$ cat src/rtl/rv_pkg.sv
// rv_pkg: shared opcode, funct and state definitions for the integer execute unit
package rv_pkg;
    localparam logic [6:0] OP_REG = 7'b0110011;
    localparam logic [6:0] OP_IMM = 7'b0010011;
    localparam logic [6:0] F7_BASE = 7'b0000000;
    localparam logic [6:0] F7_ALT = 7'b0100000;
    typedef enum logic [2:0] {
        F3_ADD = 3'd0,
        F3_SLL = 3'd1,
        F3_SLT = 3'd2,
        F3_SLTU = 3'd3,
        F3_XOR = 3'd4,
        F3_SR = 3'd5,
        F3_OR = 3'd6,
        F3_AND = 3'd7
    } funct3_e;
    typedef enum logic [3:0] {
        ALU_ADD,
        ALU_SUB,
        ALU_SLL,
        ALU_SLT,
        ALU_SLTU,
        ALU_XOR,
        ALU_SRL,
        ALU_SRA,
        ALU_OR,
        ALU_AND
    } alu_op_e;
    typedef enum logic [1:0] {
        S_IDLE,
        S_READ,
        S_EXEC,
        S_WB
    } state_e;
endpackage

$ cat src/rtl/rv_regfile.sv
// rv_regfile: register bank, x0 hardwired to zero, two comb read ports + debug port, one sync write port
// ports: clk/rst, we/waddr/wdata write port, raddr_a/raddr_b -> rdata_a/rdata_b, dbg_addr -> dbg_data
module rv_regfile #(
    parameter int XLEN = 32,
    parameter int NREGS = 32
) (
    input  logic            clk,
    input  logic            rst,
    input  logic            we,
    input  logic [4:0]      waddr,
    input  logic [XLEN-1:0] wdata,
    input  logic [4:0]      raddr_a,
    input  logic [4:0]      raddr_b,
    input  logic [4:0]      dbg_addr,
    output logic [XLEN-1:0] rdata_a,
    output logic [XLEN-1:0] rdata_b,
    output logic [XLEN-1:0] dbg_data
);
    localparam int AW = $clog2(NREGS);
    logic [XLEN-1:0] regs [NREGS];
    assign rdata_a = (raddr_a == 5'd0 || int'(raddr_a) >= NREGS) ? '0 : regs[raddr_a[AW-1:0]];
    assign rdata_b = (raddr_b == 5'd0 || int'(raddr_b) >= NREGS) ? '0 : regs[raddr_b[AW-1:0]];
    assign dbg_data = (dbg_addr == 5'd0 || int'(dbg_addr) >= NREGS) ? '0 : regs[dbg_addr[AW-1:0]];
    always_ff @(posedge clk) begin
        if (rst) begin
            for (int i = 0; i < NREGS; i++) regs[i] <= '0;
        end else if (we && waddr != 5'd0 && int'(waddr) < NREGS) begin
            regs[waddr[AW-1:0]] <= wdata;
        end
    end
endmodule

$ cat src/rtl/rv_alu_exec.sv
// rv_alu_exec: multi-cycle RV32I/RV64I R-type and I-type ALU execute unit with internal register bank
// ports: clk/rst; instr_valid/instr_ready/instr accept one instruction in IDLE;
// wb_valid/wb_rd/wb_data/wb_illegal report the retired instruction; dbg_addr -> dbg_data reads the bank
module rv_alu_exec
    import rv_pkg::*;
#(
    parameter int XLEN = 32,
    parameter int NREGS = 32
) (
    input  logic            clk,
    input  logic            rst,
    input  logic            instr_valid,
    output logic            instr_ready,
    input  logic [31:0]     instr,
    output logic            wb_valid,
    output logic [4:0]      wb_rd,
    output logic [XLEN-1:0] wb_data,
    output logic            wb_illegal,
    input  logic [4:0]      dbg_addr,
    output logic [XLEN-1:0] dbg_data
);
    localparam int SHW = $clog2(XLEN);
    state_e state, state_n;
    logic [31:0] instr_q, shift_hi;
    logic [6:0] opc, f7;
    logic [4:0] rd, rs1, rs2;
    funct3_e f3;
    logic is_reg, is_imm, is_imm_q, legal_d, legal_q;
    alu_op_e op_d, op_q;
    logic [XLEN-1:0] rs1_v, rs2_v, rs1_q, rs2_q, imm_q, op_b, sra_r, res;
    logic [SHW-1:0] shamt;
    assign opc = instr_q[6:0];
    assign rd = instr_q[11:7];
    assign f3 = funct3_e'(instr_q[14:12]);
    assign rs1 = instr_q[19:15];
    assign rs2 = instr_q[24:20];
    assign f7 = instr_q[31:25];
    assign is_reg = opc == OP_REG;
    assign is_imm = opc == OP_IMM;
    assign shift_hi = instr_q >> (20 + SHW);
    assign legal_d = (is_reg ? (f7 == F7_BASE || (f7 == F7_ALT && (f3 == F3_ADD || f3 == F3_SR)))
                    : is_imm ? (f3 == F3_SLL ? shift_hi == 32'd0
                               : f3 == F3_SR ? (shift_hi == 32'd0 || shift_hi == (32'd1 << (10 - SHW)))
                               : 1'b1)
                    : 1'b0)
                  && int'(rd) < NREGS && int'(rs1) < NREGS && (!is_reg || int'(rs2) < NREGS);
    assign op_d = f3 == F3_ADD ? ((is_reg && instr_q[30]) ? ALU_SUB : ALU_ADD)
                : f3 == F3_SLL ? ALU_SLL
                : f3 == F3_SLT ? ALU_SLT
                : f3 == F3_SLTU ? ALU_SLTU
                : f3 == F3_XOR ? ALU_XOR
                : f3 == F3_SR ? (instr_q[30] ? ALU_SRA : ALU_SRL)
                : f3 == F3_OR ? ALU_OR
                : ALU_AND;
    assign op_b = is_imm_q ? imm_q : rs2_q;
    assign shamt = op_b[SHW-1:0];
    assign sra_r = $signed(rs1_q) >>> shamt;
    always_comb begin
        res = op_q == ALU_ADD ? rs1_q + op_b
            : op_q == ALU_SUB ? rs1_q - op_b
            : op_q == ALU_SLL ? rs1_q << shamt
            : op_q == ALU_SLT ? XLEN'($signed(rs1_q) < $signed(op_b))
            : op_q == ALU_SLTU ? XLEN'(rs1_q < op_b)
            : op_q == ALU_XOR ? rs1_q ^ op_b
            : op_q == ALU_SRL ? rs1_q >> shamt
            : op_q == ALU_SRA ? sra_r
            : op_q == ALU_OR ? rs1_q | op_b
            : rs1_q & op_b;
    end
    always_comb begin
        state_n = state == S_IDLE ? (instr_valid ? S_READ : S_IDLE)
                : state == S_READ ? S_EXEC
                : state == S_EXEC ? S_WB
                : S_IDLE;
    end
    always_ff @(posedge clk) begin
        state <= rst ? S_IDLE : state_n;
    end
    assign instr_ready = state == S_IDLE && !rst;
    assign wb_valid = state == S_WB;
    always_ff @(posedge clk) begin
        if (rst) begin
            instr_q <= '0;
            rs1_q <= '0;
            rs2_q <= '0;
            imm_q <= '0;
            is_imm_q <= 1'b0;
            legal_q <= 1'b0;
            op_q <= ALU_ADD;
            wb_rd <= '0;
            wb_data <= '0;
            wb_illegal <= 1'b0;
        end else begin
            if (instr_valid && instr_ready) instr_q <= instr;
            if (state == S_READ) begin
                rs1_q <= rs1_v;
                rs2_q <= rs2_v;
                imm_q <= {{(XLEN-12){instr_q[31]}}, instr_q[31:20]};
                is_imm_q <= is_imm;
                legal_q <= legal_d;
                op_q <= op_d;
            end
            if (state == S_EXEC) begin
                wb_rd <= rd;
                wb_data <= legal_q ? res : '0;
                wb_illegal <= !legal_q;
            end
        end
    end
    rv_regfile #(.XLEN(XLEN), .NREGS(NREGS)) u_regfile (
        .clk(clk),
        .rst(rst),
        .we(state == S_WB && !wb_illegal && wb_rd != 5'd0),
        .waddr(wb_rd),
        .wdata(wb_data),
        .raddr_a(rs1),
        .raddr_b(rs2),
        .dbg_addr(dbg_addr),
        .rdata_a(rs1_v),
        .rdata_b(rs2_v),
        .dbg_data(dbg_data)
    );
endmodule

$ cat config.mk
export PLATFORM = sky130hd
export DESIGN_NAME = rv_alu_exec
export DESIGN_NICKNAME = d
export VERILOG_FILES = /design/src/rtl/rv_pkg.sv /design/src/rtl/rv_regfile.sv /design/src/rtl/rv_alu_exec.sv
export SDC_FILE = /design/constraint.sdc
export NUM_CORES = 2
export LEC_CHECK = 0
export CAP_MARGIN = 10
export CORE_MARGIN = 1.5
export CORE_UTILIZATION = 40
export CTS_CLUSTER_DIAMETER = 200
export DETAILED_ROUTE_END_ITERATION = 10
export PLACE_DENSITY = 0.65
export SETUP_SLACK_MARGIN = 0.02
export SLEW_MARGIN = 30
export SYNTH_ARGS = -nofsm -noshare
export SYNTH_HDL_FRONTEND = slang
export SYNTH_SLANG_ARGS = --single-unit
$ cat constraint.sdc
create_clock -name clk -period 11.5 [get_ports clk]
set_clock_uncertainty 0.15 [all_clocks]
set_input_delay 2.3 -clock clk [delete_from_list [all_inputs] [get_ports clk]]
set_output_delay 2.3 -clock clk [all_outputs]
set_load 0.01 [all_outputs]
==> impl_metrics.json <==
{
  "status": "complete, no violations",
  "avgSynthCellArea_um2": 13.5,
  "slew_headroom_pct": 30.3,
  "r2r_start": "is_imm_q$_SDFFE_PP0N_",
  "pwr-share-seq_pct": 43.3,
  "die-area_um2": 195000,
  "synthFlopType": "edfxtp_1",
  "grt_max_degree": 121,
  "first_iter_violations": 9660,
  "p_total_w": 0.0116,
  "endpoint_kind": "output pin",
  "ys_ff_latch": 1188,
  "die_w_um": 442,
  "hold_buffers": 0,
  "synthTopCellsByCount": "edfxtp_1 (1024), and2_1 (996), mux4_2 (973), clkbuf_1 (427), nor2_1 (376)",
  "antenna_found_initial": 34,
  "track_usage_pct": 30.3,
  "clock-root-buffer": "clkbuf_16",
  "drive_gt1_share_pct": 26.8,
  "cp-start-kind": "primary input",
  "async_reset_ff_share_pct": 0,
  "final.period_utilization_pct": 72.8,
  "pwr_density_cell_nw_per_um2": 136,
  "syn_inst": 5695,
  "start_util_pct": 40.4,
  "required_ns": 9.05,
  "wl_um": 300000,
  "port_buffers": 111,
  "post-route-drc-count": 0,
  "areaGrowthSynthToFinish_pct": 11.2,
  "crit_start": "dbg_addr[0]",
  "num_vias": 55900,
  "synthTopCellsByArea": "edfxtp_1 (40%), mux4_2 (28%), and2_1 (8.1%), dfxtp_1 (4.3%), mux2i_1 (2.9%)",
  "overflow": 0,
  "p_comb_share_pct": 17.3,
  "grt_pass1_wl_um": 419000,
  "clockPowerShare_pct": 39.4,
  "critPathArrivalTime_ns": 5.93,
  "n_fill_cell": 16800,
  "p_sw_w": 0.00320,
  "crit_fanout": 65,
  "syn_area_um2": 77000,
  "rows": 160,
  "vdd_drop_max_v": 0.000129,
  "ys_seq_area_share_pct": 44.2,
  "htreeDepth": 4,
  "yosys.area.top_type_share_pct": 39.9,
  "worstMarginPinSlew_ns": 1.05,
  "drv_cap": 0,
  "cts_tree": "built",
  "gp_congestion": 0.997,
  "hold_violations": 0,
  "num-nets-final": 5741,
  "post-synth-top-count-cell": "edfxtp_1",
  "p_leak_nw": 29.1,
  "fin_setup_tns_ns": 0,
  "setup_viol": 0,
  "period_needed_ns": 8.38,
  "clock_latency_ns": 0.80,
  "coreArea_um2": 191000,
  "numCtsBuffers": 131,
  "hp-class": "register to register",
  "wl_per_cell_um": 36.6,
  "multiInputGateArea_um2": 40700,
  "boundaryPins": 112,
  "cts.reportedPaths.clkPinSlew_ns": 0.06,
  "drt_pass1_iterations": 8,
  "hpwl_um": 189000,
  "synth_edf_count": 1024,
  "seq_area_um2": 34100,
  "swShare_pct": 27.6,
  "clk_path_buf_depth": 3,
  "clock_sinks": 1188,
  "yosysTopAreaCell": "edfxtp_1",
  "die_h_um": 442,
  "min_from": "instr_q[0]$_SDFFE_PP0P_",
  "rsz0062_at_grt": "false",
  "fmax_mhz": 119,
  "grt_pass1_vias": 54100,
  "worstSetupPathType": "primary input to output pin",
  "ctsResizeCount": 0,
  "ys_types": 92,
  "vias_per_cell": 6.80,
  "slew_violations": 0,
  "p_int_w": 0.00840,
  "post_cts_buffers": 0,
  "ys_warn_count": 0,
  "ant_nets": 0
}
[metal layers]
layer / wire [um] / vias to the layer above / global-route usage, %
met5: 67 / - / 0
met4: 19100 / 10 / 16.4
met3: 42300 / 943 / 9.39
met2: 135000 / 4798 / 46.4
met1: 104000 / 28300 / 38.3
li1: - / 21800 / -
[power groups by stage]
stage                     clock network [W]  logic [W]  registers (W)
final                               0.00457    0.00201        0.00502
after global placement                    0    0.00194        0.00509
after floorplan                           0    0.00135        0.00499
after detailed placement                  0    0.00195        0.00510
after global routing                0.00474    0.00208        0.00503
after CTS                           0.00459    0.00196        0.00501
[flip-flops by register name (all words and copies together), names as in the netlist, named ones only]
register / count
wb_data: 32
state: 2
u_regfile.regs: 1024
legal_q: 1
imm_q: 12
op_q: 4
instr_q: 32
wb_illegal: 1
wb_rd: 5
rs2_q: 32
rs1_q: 32
is_imm_q: 1
[kinds of logic (layout without fill, tap and decap cells)]
| group | Yosys count | in the layout | share of synthesized area, % |
|---|---|---|---|
| AOI/OAI and AO/OA | 657 | 657 | 5.43 |
| xor gates and xnor gates | 34 | 34 | 0.387 |
| DFF | 1188 | 1188 | 44.2 |
| and+or+nand+nor | 1790 | 1790 | 12.7 |
| muxes | 1229 | 1229 | 31.9 |
| adders and majority gates | 119 | 119 | 1.95 |
| other | 1 | 42 | 0.00487 |
| buffers and inverters | 677 | 640 | 3.46 |
[worst max-delay path, cell delays in order]
cell and delay, ns:
buf_8 0.49, buf_4 0.65, mux4_2 0.61, mux4_2 0.46, mux2i_1 0.57, nor2_1 0.11, clkdlybuf4s50_1 0.51
[worst paths after layout]
kind	end	slack (ns)	cells past startpoint
max reg2reg	wb_data[30]$_SDFFE_PP0N_	5.75	14
min reg2reg	instr_q[0]$_SDFFE_PP0P_	0.32	2
max	dbg_data[0]	3.12	7
min	instr_q[0]$_SDFFE_PP0P_	0.32	2
[final cells by class]
cell class                 count  area share [%]
multi-input combinational   3861            47.6
sequential                  1188            39.8
clock buffer                 153            4.09
tap                         2511            3.67
timing repair buffer         297            3.06
clock inverter                87            1.27
inverter                     103           0.455
antenna                       10          0.0292
[metrics by stage]
stage / setup slack (ns) / area (um^2) / utilization, % / hold WS, ns / std cells
after floorplan: 4.56 / 77100 / - / 0.294 / 5726
after global placement: 3.17 / 80900 / 42.5 / 0.312 / 7959
after detailed placement: 3.11 / 81000 / 42.5 / 0.314 / 7960
after CTS: 3.11 / 85500 / 44.9 / 0.324 / 8200
after global routing: 2.96 / 85600 / 44.9 / 0.356 / 8202
final: 3.12 / 85600 / 44.9 / 0.321 / 8210
[layout by cell type (no fill, tap or decap), types with 19 or more instances in the layout]
cell             instances
a211oi_1                31
a21oi_1                226
a221oi_1                21
a31oi_1                 19
and2_1                 994
buf_4                  180
bufinv_16               22
clkbuf_16              135
clkdlybuf4s50_1        105
clkinv_1                20
clkinv_2                22
conb_1                  32
dfxtp_1                146
edfxtp_1              1024
ha_1                   117
inv_1                   96
mux2_2                  21
mux2i_1                222
mux4_2                 973
nand2_1                193
nand2b_1                46
nand3_1                 31
nor2_1                 342
nor2_4                  32
nor3_1                  40
o211ai_1                37
o21ai_0                115
o21ai_1                 34
or2_2                   35
xnor2_1                 27
Power figures use the tool's default switching activity.
